==> config.mk <==
export PLATFORM = sky130hd
export DESIGN_NAME = mem_stage_bus
export DESIGN_NICKNAME = d
export VERILOG_FILES = /design/src/rtl/mem_stage_bus.sv
export SDC_FILE = /design/constraint.sdc
export NUM_CORES = 1
export LEC_CHECK = 0
export ABC_AREA = 1
export CORE_AREA = 4 4 145 147
export CTS_BUF_LIST = sky130_fd_sc_hd__clkbuf_16
export DETAILED_ROUTE_END_ITERATION = 16
export DIE_AREA = 0 0 149 151
export HOLD_SLACK_MARGIN = 0.08
export PLACE_DENSITY = 0.68
export SYNTH_ARGS = -nofsm -noshare
export SYNTH_HDL_FRONTEND = slang
export SYNTH_SLANG_ARGS = --single-unit
==> constraint.sdc <==
create_clock -name clk -period 4.6 [get_ports clk]
set_input_delay 0.92 -clock clk [delete_from_list [all_inputs] [get_ports clk]]
set_output_delay 0.92 -clock clk [all_outputs]
set_load 0.01 [all_outputs]
==> src/rtl/mem_stage_bus.sv <==
// MEM stage: drives loads/stores over a req/ack bus and stalls until ack.
// Load data is lane-selected big-endian and sign/zero extended to mem_wb.
module mem_stage_bus #(
  parameter int unsigned BUS_TIMEOUT = 255
) (
  input  logic        clk,
  input  logic        rst,
  input  logic [4:0]  ex_wd,
  input  logic        ex_wreg,
  input  logic [31:0] ex_wdata,
  input  logic [31:0] ex_hi,
  input  logic [31:0] ex_lo,
  input  logic        ex_whilo,
  input  logic [3:0]  ex_mem_op,
  input  logic [31:0] ex_mem_addr,
  input  logic [31:0] ex_store_data,
  output logic [4:0]  mem_wd,
  output logic        mem_wreg,
  output logic [31:0] mem_wdata,
  output logic [31:0] mem_hi,
  output logic [31:0] mem_lo,
  output logic        mem_whilo,
  output logic        stall_req,
  output logic        addr_err,
  output logic        bus_err,
  output logic        bus_req,
  output logic        bus_we,
  output logic [31:0] bus_addr,
  output logic [3:0]  bus_sel,
  output logic [31:0] bus_wdata,
  input  logic        bus_ack,
  input  logic [31:0] bus_rdata
);

  typedef enum logic {S_IDLE, S_WAIT} state_t;

  localparam logic [15:0] TO_LAST = 16'(BUS_TIMEOUT - 1);

  state_t      state;
  logic [15:0] cnt;

  logic        is_ld, is_st, is_mem;
  logic        is_byte, is_half, is_word;
  logic        misal;
  logic [1:0]  a;
  logic [3:0]  sel_c;
  logic [31:0] wdat_c;
  logic [7:0]  byte_v;
  logic [15:0] half_v;
  logic [31:0] ld_val;
  logic        to_hit;

  assign a       = ex_mem_addr[1:0];
  assign is_ld   = (ex_mem_op >= 4'd1) && (ex_mem_op <= 4'd5);
  assign is_st   = (ex_mem_op >= 4'd6) && (ex_mem_op <= 4'd8);
  assign is_mem  = is_ld | is_st;
  assign is_byte = (ex_mem_op == 4'd1) || (ex_mem_op == 4'd2)
                || (ex_mem_op == 4'd6);
  assign is_half = (ex_mem_op == 4'd3) || (ex_mem_op == 4'd4)
                || (ex_mem_op == 4'd7);
  assign is_word = (ex_mem_op == 4'd5) || (ex_mem_op == 4'd8);
  assign misal   = (is_half & a[0]) | (is_word & (|a));
  assign to_hit  = (cnt == TO_LAST);

  always_comb begin
    sel_c  = 4'b1000 >> a;
    wdat_c = {4{ex_store_data[7:0]}};
    unique case (1'b1)
      is_word: begin
        sel_c  = 4'b1111;
        wdat_c = ex_store_data;
      end
      is_half: begin
        sel_c  = a[1] ? 4'b0011 : 4'b1100;
        wdat_c = {2{ex_store_data[15:0]}};
      end
      default: ;
    endcase
  end

  always_comb begin
    unique case (a)
      2'b00:   byte_v = bus_rdata[31:24];
      2'b01:   byte_v = bus_rdata[23:16];
      2'b10:   byte_v = bus_rdata[15:8];
      default: byte_v = bus_rdata[7:0];
    endcase
    half_v = a[1] ? bus_rdata[15:0] : bus_rdata[31:16];
    unique case (ex_mem_op)
      4'd1:    ld_val = {{24{byte_v[7]}}, byte_v};
      4'd2:    ld_val = {24'd0, byte_v};
      4'd3:    ld_val = {{16{half_v[15]}}, half_v};
      4'd4:    ld_val = {16'd0, half_v};
      default: ld_val = bus_rdata;
    endcase
  end

  always_comb begin
    mem_wd    = ex_wd;
    mem_wreg  = ex_wreg;
    mem_wdata = ex_wdata;
    mem_hi    = ex_hi;
    mem_lo    = ex_lo;
    mem_whilo = ex_whilo;
    stall_req = 1'b0;
    addr_err  = 1'b0;
    bus_err   = 1'b0;
    if (rst) begin
      mem_wd    = '0;
      mem_wreg  = 1'b0;
      mem_wdata = '0;
      mem_hi    = '0;
      mem_lo    = '0;
      mem_whilo = 1'b0;
    end else if (state == S_WAIT) begin
      mem_wreg = 1'b0;
      if (bus_ack) begin
        if (is_ld) begin
          mem_wreg  = ex_wreg;
          mem_wdata = ld_val;
        end
      end else if (to_hit) begin
        bus_err = 1'b1;
      end else begin
        stall_req = 1'b1;
      end
    end else if (is_mem) begin
      mem_wreg = 1'b0;
      if (misal) addr_err = 1'b1;
      else       stall_req = 1'b1;
    end
  end

  always_ff @(posedge clk) begin
    if (rst) begin
      state     <= S_IDLE;
      cnt       <= '0;
      bus_req   <= 1'b0;
      bus_we    <= 1'b0;
      bus_addr  <= '0;
      bus_sel   <= '0;
      bus_wdata <= '0;
    end else begin
      unique case (state)
        S_IDLE: begin
          if (is_mem && !misal) begin
            bus_addr  <= {ex_mem_addr[31:2], 2'b00};
            bus_sel   <= sel_c;
            bus_we    <= is_st;
            bus_wdata <= wdat_c;
            bus_req   <= 1'b1;
            cnt       <= '0;
            state     <= S_WAIT;
          end
        end
        S_WAIT: begin
          if (bus_ack || to_hit) begin
            bus_req <= 1'b0;
            bus_we  <= 1'b0;
            state   <= S_IDLE;
          end else begin
            cnt <= cnt + 16'd1;
          end
        end
        default: state <= S_IDLE;
      endcase
    end
  end

endmodule

## Word level (Yosys, flattened, before mapping)

Cells that the tools add are included.
W data, S select, Z words.

- Register bits after elaboration: 85
- Output and inout port bits: 176
- Word-level logic and storage cells: 88

- Equality and inequality tests: 13
- Mux-type cells: 44
- Magnitude comparators: 4
- Shifts and indexed selects: 1
- Bitwise gates (word level): 5
- Reductions and logical operators: 13
- Add/sub/neg operators: 1

Operators with widths:

| cell | count |
|---|---|
| $mux W32 | 6 |
| $pmux W32 S4 | 1 |
| $pmux W32 S2 | 1 |
| $mux W16 | 3 |
| $pmux W16 S2 | 1 |
| $mux W1 | 25 |
| $pmux W8 S3 | 1 |
| $add A16 B1 Y16 const B | 1 |
| $eq A16 B8 Y1 const B | 1 |
| $eq A4 B3 Y1 const B | 3 |
| $eq A4 B2 Y1 const B | 2 |
| $pmux W4 S2 | 1 |
| $pmux W1 S2 | 3 |
| $reduce_and A2 Y1 | 3 |
| $mux W5 | 1 |
| $eq A4 B1 Y1 const B | 1 |
| $eq A4 B4 Y1 const B | 1 |
| $ge A4 B1 Y1 const B | 1 |
| $ge A4 B3 Y1 const B | 1 |
| $le A4 B3 Y1 const B | 1 |
| $le A4 B4 Y1 const B | 1 |
| $logic_or A1 B1 Y1 | 4 |
| $mux W4 | 1 |
| $ne A2 B2 Y1 const B | 2 |
| 11 further kinds | 15 |

## Logic depth before layout (Yosys ltp)

Gate-level depths: netlist (run 1).

- Depth after elaboration: 9
- Depth in mapped cells: 11

## Worst setup path before layout (run 1)

No wires, ideal clock.

- Path kind: input to output
- Start: in ex_mem_addr[1]
- End: out mem_wdata[21]
- Required time: 3,680 ps
- Path buffers: 2
- Arrival: 2,123 ps
- Path slack: 1,557 ps
- Stages on the path: 9
- Path through: buf_6 -> nor2_2 -> nand2_1 -> o211ai_2 -> nand3_2 -> nand3_2 -> buf_6 -> nand2_1 -> a21oi_1

- Word-level cells in the longest chain between the ends: 7

Ends and longest elaborated chain:

| element | line | source |
|---|---|---|
| start, declared | 15 | `input logic [31:0] ex_mem_addr,` |
| $eq A2 B2 Y1 (tied with other cells) | 82 | `unique case (a)` |
| $pmux W8 S3 | 82 |  |
| $pmux W32 S4 * | 89 | `unique case (ex_mem_op)` |
| $mux W32 * | 118 | `if (is_ld) begin` |
| $mux W32 * | 117 | `if (bus_ack) begin` |
| $mux W32 * | 115 | `end else if (state == S_WAIT) begin` |
| $mux W32 * | 108 | `if (rst) begin` |
| end, declared | 19 | `output logic [31:0] mem_wdata,` |

Every way passes the cells marked *; elsewhere a longest branch is shown, timed or not.

## Worst setup path after layout (run 1)

- Start: in ex_mem_addr[1]
- End: out mem_wdata[30]

The elaborated chain is that of the path after synthesis.

==> metrics, run 1 <==
status=complete, no violations; Die X=149 um; Max Transition Viols Final=0; htree depth=3; vias in the first global route=7166; Switching Fraction=0.3116; Pwr Total=2.479 mW; critical path class=in2out; RSZ-0062 raised after global routing=no; Worst EP arrival=3.46 ns; Worst Clk Skew=0.007044 ns; Yosys warnings=0; gr usage total=0.2117; final hold viol count=0; initial antenna violation count=3; Max clock buf depth=2; GP Congestion=0.8887; I/O pin count=382; Netlist Area Pre-Place=0.005756 mm^2; layout cells sized above 1=0.05015; f_max=0.2281 GHz; sequential fraction of the synthesis area=0.2957; Final HPWL DP=20.46 mm; Rows=52; Placeable Area=0.01991 mm^2; clock share of power=0.291; Worst EP required=3.68 ns; peak supply drop=0.0001723 V; Max Cap Viol=0; Distinct cells, synth=36; critical path fanouts, max=16; type of the worst min-delay path=reg2reg; GRT overflow=0; Pre-antenna DRT Iters=5; min Tclk post-route=4.384 ns; Routed Antenna Nets=0; PwrDens=245.9 mW/mm^2; Die Y=151 um; largest net degree at the start of global routing=80; area grow syn2layout=75.17%; Worst Setup End Kind=output pin; worst skew pair latency=0.33 ns; Synth Register Bits=85; Hold Buf Count CTS=0; Clock Pin Slew Worst Setup and Hold Paths=0.06 ns; P_int=1.707 mW; Initial Util=0.2891; post-route insts no fill=1627; period utilization=0.9530; Mapped Cells=998; DRC=0; placed insts=1603; CTS tree=built; Avg WL per Cell=15.63 um; I/O Buffers=379; via count=7540; clk sinks=85; Leak Pwr=4.349 nW; TritonCTS Buffers=9; die area=0.02250 mm^2; Slew HR=0.4653; Post-Route WL=25.43 mm; endpoints failing setup=0; Avg Vias per Cell=4.634; Psw=0.7726 mW; initial DRC count=285; Root Buffer=clkbuf_16; Tightest Pin Transition=0.8021 ns; register share of total power=0.341; Mean Syn Cell Area=5.767 um^2; Worst setup SP type=input port; Fin Hold WS=0.4632 ns; Comb power frac=0.369; first-pass GRT wire length=38.37 mm; nets=1559; setup tns final=0 ns
[cell usage in the layout, fill, tap and decap left out, types with 3 or more instances in the layout]
cell and n:
buf_4 21, dfxtp_1 85, xor2_1 4, nand3_2 6, o21bai_1 3, nand2_1 213, nor2_4 4, inv_1 106
clkbuf_16 9, o21ai_0 82, inv_2 6, a21oi_1 75, nand3_1 71, or2_2 6, nor2_2 3, nand2_2 4
o211ai_1 7, or2_0 3, or2_1 11, nor2_1 214, clkdlybuf4s50_1 378, o21ai_1 22
[worst max-delay path: stages]
cell,delay [ns]
clkdlybuf4s50_1,0.75
nand2_1,0.09
inv_1,0.23
nand2_1,0.13
nand3_2,0.22
nand3_2,0.36
nand2_1,0.16
a21oi_1,0.08
clkdlybuf4s50_1,0.51
[sequential cells by signal (all words and copies together) (netlist names)]
signal / flops
bus_req: 1
bus_wdata: 32
cnt: 16
bus_sel: 4
state: 1
bus_addr: 30
bus_we: 1
[final timing paths]
| kind | start | end | slack (ns) | depth (start not counted) |
|---|---|---|---|---|
| max | ex_mem_addr[1] | mem_wdata[30] | 0.22 | 9 |
| min | bus_wdata[13]$_SDFFE_PP0P_ | bus_wdata[13]$_SDFFE_PP0P_ | 0.46 | 2 |
| max reg2reg | cnt[0]$_SDFFE_PP0P_ | cnt[5]$_SDFFE_PP0P_ | 2.64 | 10 |
| min reg2reg | bus_wdata[13]$_SDFFE_PP0P_ | bus_wdata[13]$_SDFFE_PP0P_ | 0.46 | 2 |
[power by group through the flow]
stage	Sequential (mW)	Clock [mW]	Combinational, mW
floorplan	0.893	0	0.360
global placement	0.858	0	0.906
detailed placement	0.862	0	0.912
CTS	0.845	0.741	0.914
global route	0.853	0.769	1.00
finish	0.845	0.721	0.914
[metal layers]
layer / part of all wire / vias up / wire [um] / global-route usage
met4: 0.013 / 4 / 339 / 0.04485
li1: - / 3849 / - / -
met1: 0.39 / 3367 / 9816 / 0.2416
met3: 0.098 / 26 / 2495 / 0.06852
met2: 0.50 / 294 / 12750 / 0.3867
met5: 0.00094 / - / 24 / 0
[synth_stat cells, drive strengths merged]
cell	count	area share
a21oi	75	0.065
and3	1	0.0011
buf	27	0.029
nor4	1	0.0011
clkinv	1	0.00065
o21a	1	0.0013
dfxtp	85	0.30
nand3b	1	0.0013
o21bai	3	0.0039
nor3	2	0.0017
nand3	77	0.072
ha	2	0.0043
xor2	4	0.0061
clkbuf	33	0.022
nand4	2	0.0022
xnor2	1	0.0015
o21ai	105	0.092
or2	20	0.022
inv	110	0.072
conb	1	0.00065
nand2	217	0.14
nor2	221	0.15
o211ai	8	0.011
[logic make-up after synthesis]
| kind of cell | share of synthesized area |
|---|---|
| and+or+nand+nor | 0.3952 |
| xor gates and xnor gates | 0.007608 |
| DFF | 0.2957 |
| buffers and inverters | 0.1228 |
| other | 0.0006515 |
| adders and majority gates | 0.004347 |
| AOI/OAI and AO/OA | 0.1737 |
[final cells by class]
cell class	instances	area [um^2]
antenna	1	2.502
clock buffer	9	225.2
clock inverter	7	66.31
fill	2044	9827
inverter	111	416.7
multi-input combinational	743	3351
sequential	85	1702
tap	270	337.8
timing repair buffer	401	3981
[timing repair]
item,in CTS,in global routing
gates resized for setup,0,0
setup buffers,0,7
endpoints found under the setup margin,0,23
[per-stage QoR]
stage / setup WS (ns) / instance area (um^2) / utilization
after CTS: 0.1089 / 10030 / 0.5036
final: 0.2161 / 10080 / 0.5064
after detailed placement: 0.1065 / 9736 / 0.4890
after global routing: 0.03412 / 10080 / 0.5063
after global placement: 0.1760 / 9736 / 0.4890
after floorplan: 1.557 / 5759 / -
No activity file was read; power rests on OpenSTA's default activity.
==> run 2, diff against run 1 <==
CORE_AREA = 2 2 147 149   (was 4 4 145 147)
PLACE_DENSITY = not set   (was 0.68)
==> run 2 against run 1 <==
Register-to-register slack better by 0.03 ns. Final area is 0.25% higher. Non-clock buffer count is 3 higher. Combinational power is 0.9% higher. Largest power group unchanged. Count of clock-buffer cells in the layout stayed put. Clock skew is 0.0029 ns lower. Clock power hardly changed. Power is 0.48% higher. Critical endpoint is now mem_wdata[20]. Largest cell class unchanged.
==> metrics, run 2 (synthesis gave the netlist of run 1 again) <==
status=complete, no violations; Clock Pin Slew Worst Setup and Hold Paths=0.06 ns; Placeable Area=0.02082 mm^2; layout cells sized above 1=0.05376; Worst setup SP type=input port; CP dominant cell by count=clkdlybuf4s50_1; initial DRC count=297; Reg-to-Reg End=cnt[8]$_SDFFE_PP0P_; f_max=0.2284 GHz; first-pass GRT wire length=40.57 mm; type of the worst min-delay path=reg2reg; slowest cell delay on critical path=0.56 ns; via count=7577; Rows=53; TritonCTS Buffers=9; Top Registers=bus_wdata (32), bus_addr (30), cnt (16); Routed Antenna Nets=0; GP Congestion=0.8918; gr usage total=0.2346; Pwr Total=2.491 mW; Hold Path End=bus_wdata[12]$_SDFFE_PP0P_; Critical-path top delay cell=clkdlybuf4s50_1; DRC=0; Leak Pwr=4.361 nW; PwrDens=246.5 mW/mm^2; peak supply drop=0.0001534 V; Hold Crit Start=bus_wdata[12]$_SDFFE_PP0P_; Avg Vias per Cell=4.634; nets=1562; critical path fanouts, max=30; Worst EP arrival=3.46 ns; most frequent cells in the layout=clkdlybuf4s50_1 (377), nor2_1 (214), nand2_1 (213), inv_1 (105), dfxtp_1 (85); Root Buffer=clkbuf_16; endpoints failing setup=0; Min-Delay Path Depth=2; Max clock buf depth=2; htree depth=3; die area=0.02250 mm^2; CTS tree=built; Final HPWL DP=21.80 mm; Worst Setup End Kind=output pin; cell family with most CP delay=buffers and inverters; CP bufs+invs=4; Max Cap Viol=0; CP Depth=10; area grow syn2layout=75.61%; worst skew pair latency=0.34 ns; register with the most flip-flops=bus_wdata; Avg WL per Cell=16.65 um; Die X=149 um; worst-path cell chain=clkdlybuf4s50_1 -> nor2_2 -> nand2_1 -> nand2_2 -> nand3_2 -> inv_1 -> buf_6 -> o21ai_0 -> a21oi_1 -> clkdlybuf4s50_1; Worst Reg-to-Reg Cells=10; critical path class=in2out; setup tns final=0 ns; Pre-antenna DRT Iters=4; clk sinks=85; Post-Route WL=27.22 mm; Worst EP required=3.68 ns; vias in the first global route=7225; most common cell after layout, fill and taps aside=clkdlybuf4s50_1; min Tclk post-route=4.377 ns; RSZ-0062 raised after global routing=no; largest net degree at the start of global routing=80; max reg flops=32; Initial Util=0.2764; Slew HR=0.4526; initial antenna violation count=5; final hold viol count=0; GRT overflow=0; Reg-to-Reg Start=cnt[0]$_SDFFE_PP0P_; I/O Buffers=379; Die Y=151 um; period utilization=0.9516; Max Transition Viols Final=0; Worst Clk Skew=0.004169 ns; r2r setup slk=2.67 ns; I/O pin count=382; Tightest Pin Transition=0.8211 ns
[run 2: cell count changes in the layout (fill, tap and decap cells not counted), sizes merged]
cell           before  now
buf                23   27
clkdlybuf4s50     378  377
diode               1    2
inv               113  112
[run 2: worst register-to-register path: cells and delay by family, from the launching register on]
family / cells / cell delay, ns
AND/OR/NAND/NOR: 4 / 0.34
flip-flops: 1 / 0.39
AO/OA/AOI/OAI: 2 / 0.32
buffers and inverters: 3 / 0.62
adder cells (fa/ha/maj): 1 / 0.21
[run 2: routing by layer]
metal  part of all wire  global-route usage
met5             0.0014                   0
met4              0.034             0.09048
met3              0.083             0.07048
met2               0.50              0.4251
met1               0.38              0.2573
[run 2: stage by stage]
stage | setup slack [ns] | hold slack (ns) | util | cells | instance area (um^2)
after floorplan | 1.557 | 0.4569 | - | 999 | 5759
after global placement | 0.1251 | 0.4562 | 0.4686 | 1612 | 9757
after detailed placement | 0.02895 | 0.4613 | 0.4686 | 1612 | 9757
after CTS | 0.01749 | 0.4706 | 0.4825 | 1627 | 10050
after global routing | 0.08168 | 0.4957 | 0.4853 | 1634 | 10100
final | 0.2226 | 0.4683 | 0.4854 | 1635 | 10110
[run 2: how the worst max path moves through the flow]
stage / endpoint / from
2_1_floorplan: mem_wdata[21] / ex_mem_addr[1]
3_3_place_gp: mem_wdata[20] / ex_mem_op[3]
3_5_place_dp: mem_wdata[20] / ex_mem_op[2]
4_1_cts: mem_wdata[20] / ex_mem_op[2]
5_1_grt: mem_wdata[17] / ex_mem_op[2]
6_report: mem_wdata[20] / ex_mem_op[2]
[run 2: where the power goes]
group	switching (mW)	leakage, nW	internal, mW	total (mW)
clock network	0.305	0.138	0.418	0.723
registers	0.0373	0.699	0.808	0.846
logic	0.441	3.52	0.481	0.922
[run 2: final cells by class]
cell class	instances	area, um^2
fill	2195	10720
tap	275	344.1
clock inverter	6	63.81
sequential	85	1702
antenna	2	5.005
timing repair buffer	404	3993
clock buffer	9	225.2
inverter	111	416.7
multi-input combinational	743	3358
[run 2: timing repair]
item | in CTS | in global routing
hold buffers | 0 | 0
setup endpoints to repair | 0 | 18
buffers inserted | 0 | 6
gates resized for setup | 0 | 2
